## config.mk

```make
export PLATFORM = sky130hd
export DESIGN_NAME = fetch_unit_flat
export DESIGN_NICKNAME = d
export VERILOG_FILES = /design/src/rtl/fetch_unit_if.sv /design/src/rtl/fetch_unit.sv /design/src/flat_wrapper.sv
export SDC_FILE = /design/constraint.sdc
export NUM_CORES = 1
export LEC_CHECK = 0
export CAP_MARGIN = 40
export CORE_MARGIN = 2
export CORE_UTILIZATION = 35
export DETAILED_ROUTE_END_ITERATION = 16
export GPL_TIMING_DRIVEN = 0
export PLACE_DENSITY = 0.6
export SLEW_MARGIN = 30
export SYNTH_ARGS = -nofsm -noshare
export SYNTH_HDL_FRONTEND = slang
export SYNTH_SLANG_ARGS = --single-unit
```

## constraint.sdc

```tcl
create_clock -name clk -period 8.3 [get_ports clk]
set_clock_uncertainty 0.15 [all_clocks]
set_input_delay 1.66 -clock clk [delete_from_list [all_inputs] [get_ports clk]]
set_output_delay 1.66 -clock clk [all_outputs]
set_load 0.02 [all_outputs]
```

## src/rtl/fetch_unit_if.sv

```systemverilog
// fetch_unit_if: instruction-memory, branch-redirect and decode handshake bundle of the fetch stage.
interface fetch_unit_if #(
    parameter int ADDR_W  = 16,
    parameter int INSTR_W = 16
);
    logic               imem_req;
    logic [ADDR_W-1:0]  imem_addr;
    logic               imem_ack;
    logic [INSTR_W-1:0] imem_rdata;
    logic               br_take;
    logic [ADDR_W-1:0]  br_base;
    logic [ADDR_W-1:0]  br_offset;
    logic               if_valid;
    logic [INSTR_W-1:0] if_instr;
    logic [ADDR_W-1:0]  if_pc;
    logic               id_ready;

    modport master (
        output imem_req, imem_addr, if_valid, if_instr, if_pc,
        input  imem_ack, imem_rdata, br_take, br_base, br_offset, id_ready
    );

    modport slave (
        input  imem_req, imem_addr, if_valid, if_instr, if_pc,
        output imem_ack, imem_rdata, br_take, br_base, br_offset, id_ready
    );
endinterface

```

## src/rtl/fetch_unit.sv

```systemverilog
// fetch_unit: owns the PC, fetches one word at a time and hands it to decode; branches redirect and kill in-flight fetches.
module fetch_unit #(
    parameter int                ADDR_W   = 16,
    parameter int                INSTR_W  = 16,
    parameter logic [ADDR_W-1:0] RESET_PC = '0
) (
    input logic          clk,
    input logic          rst,
    fetch_unit_if.master bus
);
    // bit 0 of the encoding is the memory request itself
    typedef enum logic [1:0] {S_IDLE = 2'b00, S_REQ = 2'b01, S_KILL = 2'b11} state_t;

    state_t             r_state, w_state;
    logic [ADDR_W-1:0]  r_pc, w_pc, r_req_addr, w_req_addr, r_if_pc, w_if_pc, w_target;
    logic [INSTR_W-1:0] r_instr, w_instr;
    logic               r_valid, w_valid;

    assign w_target = bus.br_base + bus.br_offset;

    always_comb begin
        w_state    = r_state;
        w_pc       = r_pc;
        w_req_addr = r_req_addr;
        w_valid    = r_valid;
        w_instr    = r_instr;
        w_if_pc    = r_if_pc;
        if (bus.br_take) begin
            w_pc    = w_target;
            w_valid = 1'b0;
            if (r_state == S_IDLE || bus.imem_ack) begin
                w_state    = S_REQ;
                w_req_addr = w_target;
            end else begin
                w_state = S_KILL;
            end
        end else begin
            case (r_state)
                S_IDLE: if (!r_valid || bus.id_ready) begin
                    w_valid    = 1'b0;
                    w_req_addr = r_pc;
                    w_state    = S_REQ;
                end
                S_REQ: if (bus.imem_ack) begin
                    w_instr = bus.imem_rdata;
                    w_if_pc = r_req_addr;
                    w_valid = 1'b1;
                    w_pc    = r_req_addr + ADDR_W'(1);
                    w_state = S_IDLE;
                end
                S_KILL: if (bus.imem_ack) begin
                    w_req_addr = r_pc;
                    w_state    = S_REQ;
                end
                default: w_state = S_IDLE;
            endcase
        end
    end

    always_ff @(posedge clk) begin
        if (rst) begin
            r_state    <= S_IDLE;
            r_pc       <= RESET_PC;
            r_req_addr <= '0;
            r_valid    <= 1'b0;
            r_instr    <= '0;
            r_if_pc    <= '0;
        end else begin
            r_state    <= w_state;
            r_pc       <= w_pc;
            r_req_addr <= w_req_addr;
            r_valid    <= w_valid;
            r_instr    <= w_instr;
            r_if_pc    <= w_if_pc;
        end
    end

    assign bus.imem_req  = r_state[0];
    assign bus.imem_addr = r_req_addr;
    assign bus.if_valid  = r_valid;
    assign bus.if_instr  = r_instr;
    assign bus.if_pc     = r_if_pc;
endmodule

```

## src/flat_wrapper.sv

```systemverilog
// flat-port wrapper written by rule: the top's interface ports become plain ports
module fetch_unit_flat 
#(
    parameter int                ADDR_W   = 16,
    parameter int                INSTR_W  = 16,
    parameter logic [ADDR_W-1:0] RESET_PC = '0
)
  (clk, rst, bus_imem_req, bus_imem_addr, bus_if_valid, bus_if_instr, bus_if_pc, bus_imem_ack, bus_imem_rdata, bus_br_take, bus_br_base, bus_br_offset, bus_id_ready);
  fetch_unit_if #(.ADDR_W(ADDR_W), .INSTR_W(INSTR_W)) bus_i ();
  input logic clk;
  input logic rst;
  output wire logic [$bits(bus_i.imem_req)-1:0] bus_imem_req;
  output wire logic [$bits(bus_i.imem_addr)-1:0] bus_imem_addr;
  output wire logic [$bits(bus_i.if_valid)-1:0] bus_if_valid;
  output wire logic [$bits(bus_i.if_instr)-1:0] bus_if_instr;
  output wire logic [$bits(bus_i.if_pc)-1:0] bus_if_pc;
  input wire logic [$bits(bus_i.imem_ack)-1:0] bus_imem_ack;
  input wire logic [$bits(bus_i.imem_rdata)-1:0] bus_imem_rdata;
  input wire logic [$bits(bus_i.br_take)-1:0] bus_br_take;
  input wire logic [$bits(bus_i.br_base)-1:0] bus_br_base;
  input wire logic [$bits(bus_i.br_offset)-1:0] bus_br_offset;
  input wire logic [$bits(bus_i.id_ready)-1:0] bus_id_ready;
  assign bus_imem_req = bus_i.imem_req;
  assign bus_imem_addr = bus_i.imem_addr;
  assign bus_if_valid = bus_i.if_valid;
  assign bus_if_instr = bus_i.if_instr;
  assign bus_if_pc = bus_i.if_pc;
  assign bus_i.imem_ack = bus_imem_ack;
  assign bus_i.imem_rdata = bus_imem_rdata;
  assign bus_i.br_take = bus_br_take;
  assign bus_i.br_base = bus_br_base;
  assign bus_i.br_offset = bus_br_offset;
  assign bus_i.id_ready = bus_id_ready;
  fetch_unit #(.ADDR_W(ADDR_W), .INSTR_W(INSTR_W), .RESET_PC(RESET_PC)) u_core (.clk(clk), .rst(rst), .bus(bus_i));
endmodule
```

# [Word-level counts from Yosys, hierarchy flattened]
# Cells that the tools add are included.
[word_totals] ff_bits=67 latchBits=0 ramBits=0 mem_bits_ro=0 input_bits=53 output_inout_bits=50 word_cells=48 n_memories=0
[op_classes] addsub=2 multipliers=0 div=0 order_cmp=0 eq_ne=8 n_shift=0 mux=17 n_bitwise=1 n_reduce_logical=14
[op_table] cell="16-bit 2-to-1 mux" count=7
[op_table] cell="16-bit one-hot mux with 2 select lines" count=1
[op_table] cell="16-bit by 1-bit adder with 16-bit output, second input constant" count=1
[op_table] cell="16-bit adder" count=1
[op_table] cell="2-bit 2-to-1 mux" count=5
[op_table] cell="3-bit != test, second input constant" count=3
[op_table] cell="3-bit AND reduction" count=3
[op_table] cell="2-bit one-hot mux with 3 select lines" count=1
[op_table] cell="2-bit nonzero test" count=3
[op_table] cell="2-bit != test, second input constant" count=2
[op_table] cell="4-bit AND reduction" count=1
[op_table] cell="3-bit nonzero test" count=1
[op_table] cell="2-bit by 1-bit equality test with 1-bit output, second input constant" count=1
[op_table] cell="2-bit equality test, second input constant" count=1
[op_table] cell="2-bit logical NOT" count=1
[op_table] cell="1-bit logical OR" count=2
[op_table] cell="1-bit 2-to-1 mux" count=2
[op_table] cell="2-bit by 1-bit != test with 1-bit output, second input constant" count=1
[op_table] cell="1-bit one-hot mux with 2 select lines" count=1
[op_table] cell="2-bit AND reduction" count=1
[op_table] cell="2-bit OR reduction" count=1
[op_table] cell="1-bit logical NOT" count=1
[op_table] cell="1-bit NOT" count=1

# [Logic depth before layout (Yosys ltp)]
# Gate-level depths: netlist of the first run.
[depth] ltp_word=5 depth_mapped=9 mapped_depth_nobuf=8

# [Least setup slack after synthesis of the first run]
# OpenSTA, ideal clock, no wires.
[synth_path] kind="input-to-reg" start="input port bus_br_offset[0]" end="register u_core.r_req_addr[14] (netlist: u_core.bus.imem_addr[14])" setup_time_ps=88 arrival_time_ps=3629 t_required_ps=8062 slack_ps=4433 path_stages=8 path_buffers=0 path_cell_list="ha_1 fa_1 a21oi_1 o211a_1 nor2_1 or4b_1 a41o_1 a311oi_2"
[synth_via] elab_chain_len=3
[synth_lines] item="start, declared" line_no="flat_wrapper.sv:21" text="input wire logic [$bits(bus_i.br_offset)-1:0] bus_br_offset;"
[synth_lines] item="16-bit adder" line_no="fetch_unit.sv:19" text="assign w_target = bus.br_base + bus.br_offset;"
[synth_lines] item="16-bit 2-to-1 mux" line_no="fetch_unit.sv:31" text="if (r_state == S_IDLE || bus.imem_ack) begin"
[synth_lines] item="16-bit 2-to-1 mux" line_no="fetch_unit.sv:28" text="if (bus.br_take) begin"
[synth_lines] item="end signal, assigned" line_no="fetch_unit.sv:71" text="r_req_addr <= w_req_addr;"
[synth_lines] item="end, declared" line_no="fetch_unit.sv:15" text="logic [ADDR_W-1:0] r_pc, w_pc, r_req_addr, w_req_addr, r_if_pc, w_if_pc, w_target;"
# No other way between the ends. The select of a mux whose other input is x is not followed.
# A chain may end at the register's enable or synchronous reset.

# [Final worst setup path of the first run]
# Ends and elaborated chain as after synthesis.

==> flow_summary_export.csv, run 1 <==
group,metric,value,unit
die,core,0.0103,mm^2
yosys,syn-num-nets,532,
critical_path,cp_max_fo,4,
outcome,status,"complete, no violations",
yosys,synth_edf_count,0,
detailed_routing,drtPass1Iterations,4,
clocking,cts_root_buffer,"clkbuf_8",
timing,setup_viol,0,
placed_design,portBuffers,102,
yosys,synth-async-reset-ratio,0,%
hold_path,min_from,"u_core.bus.if_instr[14]",
clocking,cts_resized,0,
clocking,ctsHoldBuffers,0,
pwr,vdd_drop_max,0.0681,mV
yosys,ys_types,52,
critical_path,required,8400,ps
critical_path,cp-end-kind,"register",
clocking,path_clk_slew,70,ps
critical_path,cpPeakStageDelay,520,ps
clocking,cts_tree,"yes",
clocking,cts_buffers,9,
timing,maxSlewViolCount,0,
die,fp-row-count,37,
critical_path,cp_num_buf_inv,1,
timing,period_needed,4210,ps
critical_path,r2r-end,"u_core.r_pc[1]",
die,io_pins,103,
hold_path,hold_depth,2,
critical_path,cp_slowest_cell,"or4b_1",
yosys,syn_inst,459,
detailed_routing,routed_via_density,5.02,
yosys,syn-cell-area,0.00371,mm^2
timing,max_freq,238,MHz
detailed_routing,wl,10400,um
finish,drive_gt1_share,5.72,%
global_routing,grt_max_degree,12,
critical_path,worst-r2r-cell-count,8,
detailed_routing,via_count,3577,
die,fp.dieArea,0.0115,mm^2
finish,design_area,0.00515,mm^2
timing,tightestPinTransition,652,ps
clocking,clock_latency,340,ps
hold_path,hold-path-endpoint,"u_core.bus.if_instr[14]",
global_routing,globalRouteMet2Util,31.1,%
clocking,cts_setup_buffers,0,
detailed_routing,routedWlPerCell,14.6,um
detailed_routing,drt_iter0_markers,159,
critical_path,arrival,4310,ps
critical_path,rr_startpoint,"u_core.r_state[0]",
yosys,yosysWarnings,0,
timing,max_slew_margin,56.5,%
detailed_routing,drc,0,
die,fp.dieH,107,um
yosys,synth_seq_cells,67,
yosys,synth_top_area_share,36.1,%
finish,nNetsFinal,645,
detailed_routing,ant_nets,0,
clocking,h-tree-depth,3,
yosys,yosysSeqAreaShare,36.1,%
yosys,ys_top_cells_by_count,"nand2_1 (99), dfxtp_1 (67), a21oi_1 (57)",
timing,finalHoldViolations,0,
global_routing,grt-ovfl-total,0,
global_routing,grt_pass1_wl,16900,um
clocking,cts_sinks,67,
global_routing,grt_use_total,18.6,%
yosys,yosysMostFrequentCell,"nand2_1",
yosys,synth.avg_cell_area,8.09,um^2
timing,rsz0062_at_grt,"false",
finish,n_antenna_cell,0,
pwr,power_density,181,mW/mm^2
pwr,leakagePower,0.00194,uW
global_routing,use_met3,3.71,%
yosys,synth_area_leaders,"dfxtp_1 (36%), nand2_1 (10%), a21oi_1 (7.7%)",
die,die_w,107,um
global_routing,grt_pass1_vias,3502,
critical_path,cpLargestDelayFamily,"compound AO/OA/AOI/OAI gates",
global_routing,antenna_found_initial,0,
hold_path,hold_class,"reg -> reg",
die,initial_core_util,36.0,%
critical_path,critPathKind,"in -> reg",
global_routing,grt.busiest_layer,"met2",
timing,tns,0,ps
yosys,synthFlopType,"dfxtp_1",
timing,finalCritPeriodShare,50.7,%
global_routing,use_met1,23.9,%
placed_design,placed_area,0.00490,mm^2
yosys,netlist.top_cell.by_area,"dfxtp_1",
critical_path,cp_cell_sequence,"clkdlybuf4s50_1 -> ha_1 -> fa_1 -> a21oi_1 -> o211a_1 -> nor2_1 -> or4b_1 -> a41o_1 -> a311oi_2",
finish,syn_to_final_growth,38.6,%
placed_design,dpl.hpwl,7930,um
clocking,cts.path.max_buffers,2,
flow_run,maxCapViolations,0,
critical_path,r2r_slack,5990,ps
placed_design,place.gp.congestion,0.819,
critical_path,start_kind,"input pin",
cell usage in the layout (no fill, tap or decap), types with 5 or more instances in the layout:
cell	n
clkdlybuf4s50_1	102
nand2_1	99
dfxtp_1	67
a21oi_1	57
nor2_1	41
ha_1	19
clkbuf_1	18
clkbuf_8	16
xor2_1	12
nand3_1	11
a211oi_1	11
mux2i_1	10
a311oi_1	9
o21ai_0	8
xnor2_1	8
a21o_1	7
inv_1	6
nand2b_1	5
mux2_2	5
worst max path at each step:
stage                      from                  endpoint  slack (ps)  depth (start not counted)
4_1_cts        bus_br_offset[0]  u_core.bus.imem_addr[14]        4090                          9
6_report       bus_br_offset[0]  u_core.bus.imem_addr[14]        4090                          9
2_1_floorplan  bus_br_offset[0]  u_core.bus.imem_addr[14]        4430                          8
3_3_place_gp   bus_br_offset[0]  u_core.bus.imem_addr[14]        3810                          9
3_5_place_dp   bus_br_offset[0]  u_core.bus.imem_addr[14]        3740                          9
5_1_grt        bus_br_offset[0]  u_core.bus.imem_addr[14]        3900                          9
flip-flops by register name, summed over array words and instances (netlist names):
| name | count |
|---|---|
| u_core.bus.if_pc | 16 |
| u_core.r_pc | 16 |
| u_core.bus.if_instr | 16 |
| u_core.r_state | 2 |
| u_core.bus.if_valid | 1 |
| u_core.bus.imem_addr | 16 |
layout make-up:
class | count | area (um^2)
buffer | 27 | 176
tap | 136 | 170
clock inverter | 5 | 100
inverter | 6 | 22.5
sequential | 67 | 1340
multi-input combinational | 359 | 2170
clock buffer | 11 | 141
timing repair buffer | 102 | 1020
fill | 1015 | 5180
cell families after synthesis:
logic type      after synthesis  share of synthesized area [%]
xor+xnor                     20                           4.72
simple gates                182                           21.5
fa+ha+maj                    20                           6.94
mux                          15                           4.21
compound gates              122                           21.2
flops                        67                           36.1
buf+inv                      33                           5.36
worst reg2reg max path, cell delays in order (launching register included):
cell	delay, ps
dfxtp_1	390
ha_1	250
and2_1	140
clkbuf_1	380
clkbuf_1	470
nand2_1	150
a21oi_1	160
a21oi_1	50
nor2_1	100
through the flow:
step | util [%] | hold WS [ps] | setup WS (ps) | power (uW) | cells
after floorplan | - | 303 | 4430 | 512 | 459
after global placement | 47.5 | 291 | 3810 | 603 | 697
after detailed placement | 47.5 | 296 | 3740 | 608 | 697
after CTS | 49.8 | 306 | 4090 | 936 | 713
after global routing | 49.8 | 329 | 3900 | 975 | 713
final | 49.8 | 302 | 4090 | 929 | 713
power by group:
part           internal (uW)  leakage (uW)  switching (uW)
clock                    207      0.000123             121
combinational            111       0.00126             119
sequential               345      0.000549            26.4
total                    663       0.00194             266
layer usage:
layer  vias up  part of all wire [%]
li1       1844                     -
met1      1637                    48
met2        84                    46
met3        12                   4.9
met4         0                   1.2
met5         -                     0
(Power assumes the default switching activity.)
==> run 2: changes to the inputs <==
Clock period 8.3 ns to 4.17 ns, I/O delays scaled along.
==> results of run 2 <==
The final DEF is identical to that of run 1. Status: complete, no violations.
Main changes from that run: setup slack after placement 3740 ps -> 434 ps; setup slack after layout 4090 ps -> 789 ps; register-to-register setup slack 5990 ps -> 1860 ps; total power 929 uW -> 1850 uW; worst IR drop on VDD 0.0681 mV -> 0.136 mV
==> run 3: changes to the inputs <==
Settings changed: PLACE_DENSITY 0.6 to 0.63.
Clock period 4.17 ns to 2.8 ns, I/O delays scaled along.
==> flow_summary_export.csv, run 3 (synthesized netlist as in run 1, its figures left out) <==
group,metric,value,unit
die,fp-row-count,37,
clocking,cts_root_buffer,"clkbuf_8",
placed_design,dpl.hpwl,7820,um
timing,fin_ws,45.2,ps
timing,setup_viol,0,
die,initial_core_util,36.0,%
global_routing,grt_pass1_vias,3424,
finish,final_cell_mix,"nand2_1 (99), clkdlybuf4s50_1 (91), dfxtp_1 (67), a21oi_1 (55), nor2_1 (41)",
global_routing,grt_use_total,18.6,%
global_routing,grt-ovfl-total,0,
finish,seq_area,0.00134,mm^2
finish,mostFrequentLayoutCell,"nand2_1",
hold_path,hold_class,"reg -> reg",
clocking,cts.path.max_buffers,2,
timing,finalCritPeriodShare,98.4,%
timing,max_slew_margin,57.4,%
hold_path,hold_depth,2,
critical_path,critPathKind,"in -> reg",
die,die_w,107,um
critical_path,cp_cell_sequence,"clkdlybuf4s50_1 -> ha_2 -> a21o_1 -> a221oi_4 -> o21ai_2 -> or4b_1 -> a41o_1 -> a311oi_2",
clocking,cts_buffers,9,
global_routing,use_met3,4.01,%
critical_path,cpPeakStageDelay,520,ps
clocking,clock_latency,340,ps
global_routing,use_met1,24.2,%
critical_path,start_kind,"input pin",
outcome,status,"complete, no violations",
pwr,leakagePower,0.00205,uW
global_routing,grt_max_degree,13,
flow_run,maxCapViolations,0,
finish,n_antenna_cell,0,
clocking,cts_tree,"yes",
critical_path,cp_num_buf_inv,1,
critical_path,cpLargestDelayFamily,"compound AO/OA/AOI/OAI gates",
pwr,power_density,512,mW/mm^2
global_routing,grt_pass1_wl,16900,um
finish,drive_gt1_share,9.91,%
finish,fill_cells,1006,
critical_path,cp_slowest_cell,"or4b_1",
finish,nNetsFinal,653,
clocking,ctsHoldBuffers,0,
detailed_routing,routed_via_density,5.11,
detailed_routing,ant_nets,0,
global_routing,grt.busiest_layer,"met2",
detailed_routing,drt_iter0_markers,162,
die,io_pins,103,
die,core,0.0103,mm^2
die,fp.dieArea,0.0115,mm^2
detailed_routing,drc,0,
detailed_routing,routedWlPerCell,14.7,um
placed_design,dp_slack,-620,ps
finish,syn_to_final_growth,44.0,%
timing,tightestPinTransition,639,ps
detailed_routing,via_count,3686,
detailed_routing,drtPass1Iterations,4,
global_routing,antenna_found_initial,0,
timing,holdWs,304,ps
finish,multiInputGateArea,0.00231,mm^2
critical_path,cp.depth,8,
clocking,h-tree-depth,3,
critical_path,arrival,2870,ps
timing,finalHoldViolations,0,
timing,max_freq,363,MHz
timing,maxSlewViolCount,0,
placed_design,portBuffers,102,
timing,period_needed,2750,ps
critical_path,required,2910,ps
clocking,cts_sinks,67,
critical_path,worst-r2r-cell-count,9,
pwr,vdd_drop_max,0.235,mV
die,fp.dieH,107,um
clocking,path_clk_slew,80,ps
critical_path,cp-end-kind,"register",
critical_path,cp_max_fo,3,
global_routing,globalRouteMet2Util,30.9,%
detailed_routing,wl,10600,um
timing,tns,0,ps
placed_design,place.gp.congestion,0.827,
run 3: changes by cell type in the layout (fill, tap and decap cells not counted), moves of 2 or more:
cell / previous run / this run
clkdlybuf4s50_1: 102 / 91
dlymetal6s2s_1: 0 / 9
ha_4: 0 / 4
dlygate4sd2_1: 0 / 2
ha_1: 19 / 13
a21oi_1: 57 / 55
buf_4: 0 / 8
clkinvlp_4: 0 / 2
ha_2: 0 / 2
run 3: report_power, final:
part / switching (uW) / internal [uW] / total (uW) / leakage (uW)
registers: 81.1 / 1020 / 1100 / 0.000549
logic: 373 / 363 / 736 / 0.00140
clock network: 370 / 525 / 895 / 0.000108
run 3: worst reg2reg max path: cells and delay by family, from the launching register on:
| family | cells | cell delay [ps] |
|---|---|---|
| AO/OA/AOI/OAI | 2 | 200 |
| adder cells (fa/ha/maj) | 1 | 200 |
| buffers and inverters | 3 | 950 |
| flip-flops | 1 | 330 |
| AND/OR/NAND/NOR | 3 | 370 |
run 3: timing repair:
item / CTS / global route
pin swaps: 10 / 9
cloned: 0 / 0
gates resized for setup: 12 / 25
endpoints found under the setup margin: 8 / 10
buffers inserted: 5 / 3
hold endpoints to repair: 0 / 0
run 3: layer usage:
metal | vias to the layer above | part of all wire, %
met5 | - | 0
met4 | 0 | 1.0
met3 | 9 | 5.4
met2 | 99 | 48
met1 | 1724 | 46
li1 | 1854 | -
run 3: layout make-up:
type	instances	share of cell area, %
Inverter	6	0.421
Timing Repair Buffer	110	20.6
Clock inverter	6	1.66
Sequential cell	67	25.1
Tap cell	136	3.18
Clock buffer	10	2.57
Multi-Input combinational cell	359	43.2
Buffer	27	3.30
run 3: worst paths after layout:
check / from / to / slack, ps
max: bus_br_offset[6] / u_core.bus.imem_addr[14] / 50
min: u_core.bus.if_pc[7] / u_core.bus.if_pc[7] / 300
max reg2reg: u_core.r_state[1] / u_core.r_pc[1] / 530
min reg2reg: u_core.bus.if_pc[7] / u_core.bus.if_pc[7] / 300
run 3: per-stage QoR:
stage                     instances  area, um^2  util (%)  power [uW]
after floorplan                 459        3710         -        1520
after global placement          697        4900      47.5        1780
after detailed placement        697        4900      47.5        1800
after CTS                       718        5220      50.5        2720
after global routing            721        5350      51.8        2890
final                           721        5350      51.8        2740
